## config.mk

```make
export PLATFORM = sky130hd
export DESIGN_NAME = mem_port_arbiter
export DESIGN_NICKNAME = d
export VERILOG_FILES = /design/src/rtl/riscv_mem_pkg.sv /design/src/rtl/load_align.sv /design/src/rtl/mem_port_arbiter.sv
export SDC_FILE = /design/constraint.sdc
export NUM_CORES = 1
export LEC_CHECK = 0
export CAP_MARGIN = 10
export CORE_ASPECT_RATIO = 2
export CORE_MARGIN = 3
export CORE_UTILIZATION = 30
export DETAILED_ROUTE_END_ITERATION = 8
export GPL_TIMING_DRIVEN = 1
export PLACE_DENSITY = 0.66
export SYNTH_ARGS = -nofsm -noshare
export SYNTH_HDL_FRONTEND = slang
export SYNTH_SLANG_ARGS = --single-unit
```

## constraint.sdc

```tcl
create_clock -name clk -period 7.85 [get_ports clk]
set_input_delay 1.57 -clock clk [delete_from_list [all_inputs] [get_ports clk]]
set_output_delay 1.57 -clock clk [all_outputs]
set_load 0.01 [all_outputs]
```

## src/rtl/riscv_mem_pkg.sv

```systemverilog
`default_nettype none
// ============================================================================
//  Module      : riscv_mem_pkg
//  Description : Shared types and helpers for the unified-memory port
//                arbiter. It holds the arbiter state encoding, the bit
//                positions inside the decoder's one-hot storecntrl/loadcntrl
//                fields, and the access-size, byte-enable, alignment and
//                lane-replication helpers.
//  Revision    : 1.0 - initial release
// ============================================================================
package riscv_mem_pkg;

    typedef enum logic [1:0] {
        S_IDLE    = 2'd0,
        S_D_BUSY  = 2'd1,
        S_IF_BUSY = 2'd2,
        S_D_ERR   = 2'd3
    } arb_state_t;

    typedef enum logic [1:0] {
        SZ_BYTE = 2'd0,
        SZ_HALF = 2'd1,
        SZ_WORD = 2'd2
    } acc_size_t;

    // storecntrl = {sw, sh, sb}
    localparam int c_st_sb = 0;
    localparam int c_st_sh = 1;
    localparam int c_st_sw = 2;

    // loadcntrl = {lhu, lbu, lw, lh, lb}
    localparam int c_ld_lb  = 0;
    localparam int c_ld_lh  = 1;
    localparam int c_ld_lw  = 2;
    localparam int c_ld_lbu = 3;
    localparam int c_ld_lhu = 4;

    // An all-zero (illegal) control field falls through to a word access.
    function automatic acc_size_t acc_size(input logic       we,
                                           input logic [2:0] st,
                                           input logic [4:0] ld);
        acc_size_t sz;
        sz = SZ_WORD;
        if (we) begin
            if (st[c_st_sb])      sz = SZ_BYTE;
            else if (st[c_st_sh]) sz = SZ_HALF;
            else if (st[c_st_sw]) sz = SZ_WORD;
        end else begin
            if (ld[c_ld_lb] || ld[c_ld_lbu])      sz = SZ_BYTE;
            else if (ld[c_ld_lh] || ld[c_ld_lhu]) sz = SZ_HALF;
            else if (ld[c_ld_lw])                 sz = SZ_WORD;
        end
        return sz;
    endfunction

    // Loads always read the full word, so only stores narrow the enables.
    function automatic logic [3:0] byte_en(input logic      we,
                                           input acc_size_t sz,
                                           input logic [1:0] lo);
        logic [3:0] be;
        be = 4'b1111;
        if (we) begin
            if (sz == SZ_BYTE)      be = 4'b0001 << lo;
            else if (sz == SZ_HALF) be = 4'b0011 << {lo[1], 1'b0};
        end
        return be;
    endfunction

    function automatic logic is_misaligned(input acc_size_t  sz,
                                           input logic [1:0] lo);
        logic mis;
        mis = 1'b0;
        if (sz == SZ_HALF)      mis = lo[0];
        else if (sz == SZ_WORD) mis = (lo != 2'b00);
        return mis;
    endfunction

    // Replicating narrow store data across all lanes lets the byte enables
    // alone pick the destination lane.
    function automatic logic [31:0] lane_replicate(input acc_size_t   sz,
                                                   input logic [31:0] d);
        logic [31:0] r;
        r = d;
        if (sz == SZ_BYTE)      r = {4{d[7:0]}};
        else if (sz == SZ_HALF) r = {2{d[15:0]}};
        return r;
    endfunction

endpackage
`default_nettype wire

```

## src/rtl/load_align.sv

```systemverilog
`default_nettype none
// ============================================================================
//  Module      : load_align
//  Description : Combinational load-lane selection and extension.
//                Selects the byte/halfword addressed by addr_lo from the
//                memory word and sign- or zero-extends it per loadcntrl.
//                lw and an all-zero loadcntrl pass the word through.
//  Ports       : rdata     in  32  raw memory word
//                addr_lo   in  2   byte offset of the access
//                loadcntrl in  5   one-hot {lhu,lbu,lw,lh,lb}
//                data      out 32  aligned, extended load data
//  Revision    : 1.0 - initial release
// ============================================================================
module load_align
    import riscv_mem_pkg::*;
(
    input  logic [31:0] rdata,
    input  logic [1:0]  addr_lo,
    input  logic [4:0]  loadcntrl,
    output logic [31:0] data
);

    logic [7:0]  w_byte;
    logic [15:0] w_half;

    always_comb begin
        case (addr_lo)
            2'd0:    w_byte = rdata[7:0];
            2'd1:    w_byte = rdata[15:8];
            2'd2:    w_byte = rdata[23:16];
            default: w_byte = rdata[31:24];
        endcase
        w_half = addr_lo[1] ? rdata[31:16] : rdata[15:0];

        data = rdata;
        if (loadcntrl[c_ld_lb])       data = {{24{w_byte[7]}}, w_byte};
        else if (loadcntrl[c_ld_lbu]) data = {24'd0, w_byte};
        else if (loadcntrl[c_ld_lh])  data = {{16{w_half[15]}}, w_half};
        else if (loadcntrl[c_ld_lhu]) data = {16'd0, w_half};
    end

endmodule
`default_nettype wire

```

## src/rtl/mem_port_arbiter.sv

```systemverilog
`default_nettype none
// ============================================================================
//  Module      : mem_port_arbiter
//  Description : Shares one single-ported memory between instruction fetch
//                and MEM-stage data accesses. Data wins over fetch. Each
//                access is one registered m_req transaction closed by
//                m_ready; the ack is combinational in the m_ready cycle.
//                Misaligned data accesses are rejected without touching
//                memory. A flush during a fetch lets the bus transaction
//                finish but drops its ack.
//  Options     : `define ARB_TIMEOUT_EN to abort transactions whose m_ready
//                wait reaches TIMEOUT_CYCLES (ack with bus_err=1, zero data).
//  Ports       : clk, reset (async, active-high)
//                if_req/if_addr -> if_rdata/if_ack            fetch port
//                flush                                        fetch cancel
//                d_req/d_we/d_addr/d_wdata/d_storecntrl/d_loadcntrl
//                    -> d_rdata/d_ack/d_misalign              data port
//                bus_err, stall_if, stall_d                   status
//                m_req/m_we/m_addr/m_be/m_wdata, m_rdata/m_ready  memory
//  Revision    : 1.0 - initial release
// ============================================================================
module mem_port_arbiter
    import riscv_mem_pkg::*;
#(
    parameter int ADDR_W         = 32,
    parameter int TIMEOUT_CYCLES = 255
) (
    input  logic              clk,
    input  logic              reset,
    input  logic              if_req,
    input  logic [ADDR_W-1:0] if_addr,
    output logic [31:0]       if_rdata,
    output logic              if_ack,
    input  logic              flush,
    input  logic              d_req,
    input  logic              d_we,
    input  logic [ADDR_W-1:0] d_addr,
    input  logic [31:0]       d_wdata,
    input  logic [2:0]        d_storecntrl,
    input  logic [4:0]        d_loadcntrl,
    output logic [31:0]       d_rdata,
    output logic              d_ack,
    output logic              d_misalign,
    output logic              bus_err,
    output logic              stall_if,
    output logic              stall_d,
    output logic              m_req,
    output logic              m_we,
    output logic [ADDR_W-1:0] m_addr,
    output logic [3:0]        m_be,
    output logic [31:0]       m_wdata,
    input  logic [31:0]       m_rdata,
    input  logic              m_ready
);

    arb_state_t        r_state, w_state_nxt;
    logic              r_m_req, r_m_we, r_drop;
    logic [ADDR_W-1:0] r_m_addr;
    logic [3:0]        r_m_be;
    logic [31:0]       r_m_wdata;
    logic [1:0]        r_addr_lo;
    logic [4:0]        r_loadcntrl;

    acc_size_t   w_d_size;
    logic        w_d_bad;
    logic        w_grant_d, w_grant_if, w_complete, w_tmo, w_tmo_arm;
    logic        w_if_ack, w_d_ack, w_misalign, w_bus_err;
    logic [31:0] w_load_data;

    assign w_d_size = acc_size(d_we, d_storecntrl, d_loadcntrl);
    assign w_d_bad  = is_misaligned(w_d_size, d_addr[1:0]);

`ifdef ARB_TIMEOUT_EN
    localparam int c_tmo_w = $clog2(TIMEOUT_CYCLES + 1);

    logic [c_tmo_w-1:0] r_tmo_cnt;

    always_ff @(posedge clk or posedge reset) begin
        if (reset)
            r_tmo_cnt <= '0;
        else if (w_grant_d || w_grant_if)
            r_tmo_cnt <= '0;
        else if (r_m_req && !m_ready)
            r_tmo_cnt <= r_tmo_cnt + 1'b1;
    end

    // m_req is withdrawn on the edge the count reaches the limit; the
    // following cycle (m_req low, count at limit) delivers the error ack.
    assign w_tmo_arm = r_m_req && !m_ready
                       && (r_tmo_cnt == c_tmo_w'(TIMEOUT_CYCLES - 1));
    assign w_tmo     = !r_m_req && (r_tmo_cnt == c_tmo_w'(TIMEOUT_CYCLES));
`else
    logic w_unused_tmo;
    assign w_unused_tmo = (TIMEOUT_CYCLES != 0);
    assign w_tmo_arm    = 1'b0;
    assign w_tmo        = 1'b0;
`endif

    assign w_complete = (r_m_req && m_ready) || w_tmo;

    always_comb begin
        w_state_nxt = r_state;
        w_grant_d   = 1'b0;
        w_grant_if  = 1'b0;
        w_if_ack    = 1'b0;
        w_d_ack     = 1'b0;
        w_misalign  = 1'b0;
        w_bus_err   = 1'b0;
        case (r_state)
            S_IDLE: begin
                if (d_req) begin
                    if (w_d_bad) begin
                        w_state_nxt = S_D_ERR;
                    end else begin
                        w_state_nxt = S_D_BUSY;
                        w_grant_d   = 1'b1;
                    end
                end else if (if_req && !flush) begin
                    w_state_nxt = S_IF_BUSY;
                    w_grant_if  = 1'b1;
                end
            end
            S_D_BUSY: begin
                if (w_complete) begin
                    w_d_ack     = 1'b1;
                    w_bus_err   = w_tmo;
                    w_state_nxt = S_IDLE;
                end
            end
            S_IF_BUSY: begin
                if (w_complete) begin
                    // A flush seen now or earlier in this fetch drops the ack.
                    w_if_ack    = !(r_drop || flush);
                    w_bus_err   = w_tmo && w_if_ack;
                    w_state_nxt = S_IDLE;
                end
            end
            S_D_ERR: begin
                w_d_ack     = 1'b1;
                w_misalign  = 1'b1;
                w_state_nxt = S_IDLE;
            end
            default: w_state_nxt = S_IDLE;
        endcase
    end

    always_ff @(posedge clk or posedge reset) begin
        if (reset) begin
            r_state     <= S_IDLE;
            r_m_req     <= 1'b0;
            r_m_we      <= 1'b0;
            r_m_addr    <= '0;
            r_m_be      <= 4'd0;
            r_m_wdata   <= 32'd0;
            r_addr_lo   <= 2'd0;
            r_loadcntrl <= 5'd0;
            r_drop      <= 1'b0;
        end else begin
            r_state <= w_state_nxt;

            if (w_grant_d) begin
                r_m_req     <= 1'b1;
                r_m_we      <= d_we;
                r_m_addr    <= {d_addr[ADDR_W-1:2], 2'b00};
                r_m_be      <= byte_en(d_we, w_d_size, d_addr[1:0]);
                r_m_wdata   <= lane_replicate(w_d_size, d_wdata);
                r_addr_lo   <= d_addr[1:0];
                r_loadcntrl <= d_loadcntrl;
            end else if (w_grant_if) begin
                r_m_req  <= 1'b1;
                r_m_we   <= 1'b0;
                r_m_addr <= {if_addr[ADDR_W-1:2], 2'b00};
                r_m_be   <= 4'b1111;
            end else if ((r_m_req && m_ready) || w_tmo_arm) begin
                r_m_req <= 1'b0;
                r_m_we  <= 1'b0;
                r_m_be  <= 4'd0;
            end

            if (r_state == S_IDLE)
                r_drop <= 1'b0;
            else if (r_state == S_IF_BUSY && flush)
                r_drop <= 1'b1;
        end
    end

    load_align u_load_align (
        .rdata     (m_rdata),
        .addr_lo   (r_addr_lo),
        .loadcntrl (r_loadcntrl),
        .data      (w_load_data)
    );

    // if_addr is word aligned by contract; its low bits carry no information.
    logic w_unused_if_lo;
    assign w_unused_if_lo = ^if_addr[1:0];

    assign if_ack     = w_if_ack;
    assign d_ack      = w_d_ack;
    assign d_misalign = w_misalign;
    assign bus_err    = w_bus_err;
    assign if_rdata   = (w_if_ack && !w_bus_err) ? m_rdata : 32'd0;
    assign d_rdata    = (w_d_ack && !w_misalign && !w_bus_err) ? w_load_data : 32'd0;
    assign stall_if   = if_req && !w_if_ack;
    assign stall_d    = d_req && !w_d_ack;
    assign m_req      = r_m_req;
    assign m_we       = r_m_we;
    assign m_addr     = r_m_addr;
    assign m_be       = r_m_be;
    assign m_wdata    = r_m_wdata;

endmodule
`default_nettype wire

```

* Yosys cells after proc, flatten, opt, wreduce, memory -nomap -nowiden *
Cells that the tools add are included.

storage, ports and cells
  bits in registers = 80
  input port bits = 143
  logic and storage cells = 91

cells by class
  equality and inequality tests = 9
  shifts and indexed selects = 2
  multiplexer cells = 48
  reductions and logical operators = 23

operator list
  operator                                                               number
  32-bit 2-to-1 mux                                                      10
  4-bit 2-to-1 mux                                                       6
  8-bit one-hot mux with 3 select lines                                  1
  1-bit 2-to-1 mux                                                       19
  2-bit 2-to-1 mux                                                       9
  16-bit 2-to-1 mux                                                      1
  2-bit equality test, second input constant                             4
  2-bit by 1-bit equality test with 1-bit output, second input constant  3
  1-bit logical AND                                                      6
  2-bit logical NOT                                                      3
  2-bit one-hot mux with 3 select lines                                  1
  2-bit nonzero test                                                     3
  1-bit logical NOT                                                      5
  1-bit by 2-bit left shift with 4-bit output, first input constant      1
  2-bit by 2-bit left shift with 4-bit output, first input constant      1
  1-bit logical OR                                                       3
  3-bit != test, second input constant                                   1
  3-bit nonzero test                                                     1
  2-bit by 1-bit != test with 1-bit output, second input constant        1
  1-bit one-hot mux with 2 select lines                                  1
  2-bit AND reduction                                                    1
  2-bit OR reduction                                                     1

* Logic depth before layout (Yosys ltp) *
  depth after elaboration = 11
  gate-level depth with buffers = 7

* Cells and area by module *
Synthesis repeated with hierarchy kept, for this count alone.

second synthesis, totals
  cell total of the unflattened synthesis = 505
  area, all modules = 4,799.6 µm²

modules (own cells, without submodules)
  module            instances  cells an instance  area an instance (µm²)  sequential area each (µm²)
  mem_port_arbiter  1          381                4,086.4                 1,951.9
  load_align        1          124                713.2                   0.0

* Least setup slack after synthesis *
No wires, ideal clock.

  kind = input -> output
  from = input port m_ready
  to = output port if_rdata[22]
  data arrival time = 2.640 ns
  data required time = 6.280 ns
  path slack = 3.640 ns
  stages on the path = 4
  path buffers = 1
  cell sequence = nand2_1 nor4b_2 clkbuf_1 and2_1

on the way
  longest elaborated chain between the ends = 4

RTL lines
  item               RTL line                 text
  start, declared    mem_port_arbiter.sv:53   input logic m_ready
  1-bit logical AND  mem_port_arbiter.sv:99   assign w_complete = (r_m_req && m_ready) || w_tmo;
  1-bit 2-to-1 mux   mem_port_arbiter.sv:131  if (w_complete) begin
  1-bit 2-to-1 mux   mem_port_arbiter.sv:109  case (r_state)
  net if_ack         mem_port_arbiter.sv:33   output logic if_ack,
  32-bit 2-to-1 mux  mem_port_arbiter.sv:202  assign if_rdata = (w_if_ack && !w_bus_err) ? m_rdata : 32'd0;
  end, declared      mem_port_arbiter.sv:32   output logic [31:0] if_rdata,

The timed path passes the listed nets, and every way through them passes these cells.

* Worst setup path after layout *
  from = input port m_ready
  to = output port d_rdata[12]

on the way
  longest elaborated chain between the ends = 5

RTL lines
  item                                   RTL line                 text
  1-bit logical AND                      mem_port_arbiter.sv:99
  1-bit 2-to-1 mux                       mem_port_arbiter.sv:124  if (w_complete) begin
  1-bit one-hot mux with 2 select lines  mem_port_arbiter.sv:109
  1-bit logical AND                      mem_port_arbiter.sv:203  assign d_rdata = (w_d_ack && !w_misalign && !w_bus_err) ? w_load_data : 32'd0;
  32-bit 2-to-1 mux                      mem_port_arbiter.sv:203
  end, declared                          mem_port_arbiter.sv:41   output logic [31:0] d_rdata,

No other way between the ends.

==> key figures <==
Synth
  • Distinct cell type count after synthesis: 53
  • Yosys warning total: 0
  • Biggest area consumer among synthesized cells: dfrtp_1
  • EDFF count, synth: 0
  • Most common cell in the netlist: dfrtp_1
  • Post-synth top cells: dfrtp_1, and2_1, nand2_1, a21oi_1, a221o_1
  • Synth area leaders: dfrtp_1, and2_1, a221o_1, a21oi_1, mux2_2
  • Synth Cell Area: 0.004900 mm²
  • Synth top area share: between 30% and 40%
  • Synth Register Bits: 77
  • Syn Inst Count: between 400 and 500
  • Sequential fraction of the synthesis area: 39.33%
  • Primary FF master, synth: dfrtp_1
  • Avg Cell Area, Syn: 10.06 µm²
  • Post-synth ARST share: 100.0%

Clock network
  • TritonCTS clock tree: built
  • Root Buffer: clkbuf_16
  • Num CTS Buffers: 9
  • Setup bufs post-CTS: 0
  • Clk_lat worst skew: ~340 ps
  • Post-cts resize count: 0
  • Worst-path clk slew: 60 ps
  • H-tree Lvls: 3
  • Hold buffer count at CTS: 0
  • Clock sinks: 77
  • Clock buffer depth: 2

GRT
  • GRT Overall Usage: 21.13%
  • Vias in the first global route: 5259
  • Total gr overflow: 0
  • Antenna violations before repair: 0
  • First-pass GRT wire length: 29260 µm
  • Largest net degree at the start of global routing: 78

Power
  • Pleak: 3.171 nW
  • Maximum VDD drop: ~0.00018 V
  • Power density cells: 309.7 mW/mm²

Worst setup path
  • Crit path buffers/inverters: 2
  • Crit path kind: input port to primary output
  • Worst path most repeated cell: clkdlybuf4s50_1
  • Slowest cell on the critical path: a21oi_2
  • Worst-path fanout max: 24
  • Crit path max-delay family: compound AO/OA/AOI/OAI gates
  • CP Capture Type: primary output
  • Slowest stage delay, CP: 910 ps
  • CP cell instances: clkdlybuf4s50_1 > nand4b_1 > a21oi_2 > o21a_1 > clkdlybuf4s50_1
  • CP arrival: 4230 ps
  • Worst EP required: 6280 ps
  • Worst setup SP type: input port

Finish
  • Post-Layout Cell Count: 943
  • Share of cells above drive strength 1: 9.838%
  • Nets: just under 900
  • # diodes: 0
  • Fin util: 50.63%
  • Synth-to-layout area growth: 63.87%

Drt
  • Overall via count from detail_route: 5018
  • Residual DRC: 0
  • WL final: 18930 µm
  • Drt via density: 5.321
  • Post-route ant nets: 0
  • Initial drt markers: 220
  • Routed WL per cell: 20.08 µm
  • First drt pass iteration count: 9

STA
  • Fin crit period: approximately 5800 ps
  • Max Clock Skew: 5.291 ps
  • Period utilisation layout: 73.91%
  • Hold Vio Cnt, Final: 0
  • Setup violators final: 0
  • Worst-Margin Slew: 1154 ps
  • Unrepaired setup endpoints after global routing: false
  • Setup_tns: 0 ps
  • Worst slew margin: between 20 and 25%
  • Highest Clock Rate: around 170 MHz
  • Slew Viols, Final: 0

Place
  • Inst Count DP: 927
  • Port Buffers: 275
  • Post-DP HPWL: 14380 µm
  • Gp weighted congestion: about 0.84

Floorplanning
  • Core area: 0.01586 mm²
  • Die area: 0.01799 mm²
  • Num rows: 65
  • # IOs: 283
  • Die Y: 186.7 µm
  • Initial Utilization: 30.90%
  • Die width: around 96 µm

Worst hold path
  • Hold WC Path Type: flop to flop

Status
  • Status: finished clean

Run
  • # Max-Cap Violations: 0
==> cells by family after synthesis <==
kind of cell	Yosys count	synth area share, %
adders and majority gates	4	1.021
buffers and inverters	52	6.103
DFF	77	39.33
other	1	0.07654
and+or+nand+nor	149	16.62
AOI/OAI and AO/OA	154	23.24
muxes	50	13.61
==> report_power, final <==
| part | leakage [nW] | internal [mW] | total (mW) | switching, mW |
|---|---|---|---|---|
| combinational | 2.10 | 0.697 | 1.29 | 0.595 |
| clock | 0.158 | 0.287 | 0.459 | 0.172 |
| sequential | 0.917 | 0.592 | 0.735 | 0.143 |
| total | 3.17 | 1.58 | 2.49 | 0.911 |
==> sequential cells by signal, summed over array words and instances, names as in the netlist <==
register	count
m_addr	30
m_be	4
m_req	1
m_wdata	32
m_we	1
r_addr_lo	2
r_drop	1
r_loadcntrl	4
r_state	2
==> per-stage QoR <==
step	total power [mW]	hold slack, ps	worst slack (ps)	area (µm²)
final	2.486	499.6	2048	8029
after global placement	2.005	476.2	2086	7704
after CTS	2.515	505.9	2023	8029
after detailed placement	2.036	491.0	2026	7704
after global routing	2.648	526.4	1810	8029
after floorplan	1.405	483.0	3640	4907
==> metal layers <==
metal  track usage (%)  vias up  wire, µm
li1                  -     2296         -
met1             21.74     2387      6191
met2             36.99      283      9901
met3             5.405       52      1813
met4             12.59        0      1025
met5                 0        -         0
==> layout make-up <==
type | instances | area [µm²]
Fill cell | 1524 | 7830
Timing Repair Buffer | 281 | 2798
Multi-Input combinational cell | 360 | 2696
Sequential cell | 77 | 1927
Tap cell | 201 | 251.5
Clock buffer | 10 | 239.0
Clock inverter | 6 | 86.33
Inverter | 8 | 31.28
==> path summary, 6_finish.rpt <==
path / slack (ps) / end / from / cells past startpoint
max: 2050 / d_rdata[12] / m_ready / 5
min: 500 / m_wdata[2] / m_wdata[2] / 1
max reg2reg: 5330 / m_wdata[1] / r_state[0] / 5
min reg2reg: 500 / m_wdata[2] / m_wdata[2] / 1
max in group asynchronous: 5280 / r_loadcntrl[3] / reset / 3
min in group asynchronous: 1830 / m_addr[12] / reset / 3
==> layout by cell type (no fill, tap or decap), types with 16 or more instances in the layout <==
| cell | netlist | final |
|---|---|---|
| mux2_2 | 18 | 18 |
| clkdlybuf4s50_1 | 0 | 275 |
| nor2_1 | 16 | 16 |
| dfrtp_1 | 77 | 77 |
| a221o_1 | 30 | 30 |
| a21oi_1 | 45 | 45 |
| nand2_1 | 54 | 54 |
| a31oi_1 | 19 | 19 |
| and2_1 | 63 | 63 |
| o21a_1 | 25 | 25 |
Note: power is estimated with default switching activity, not from simulation.
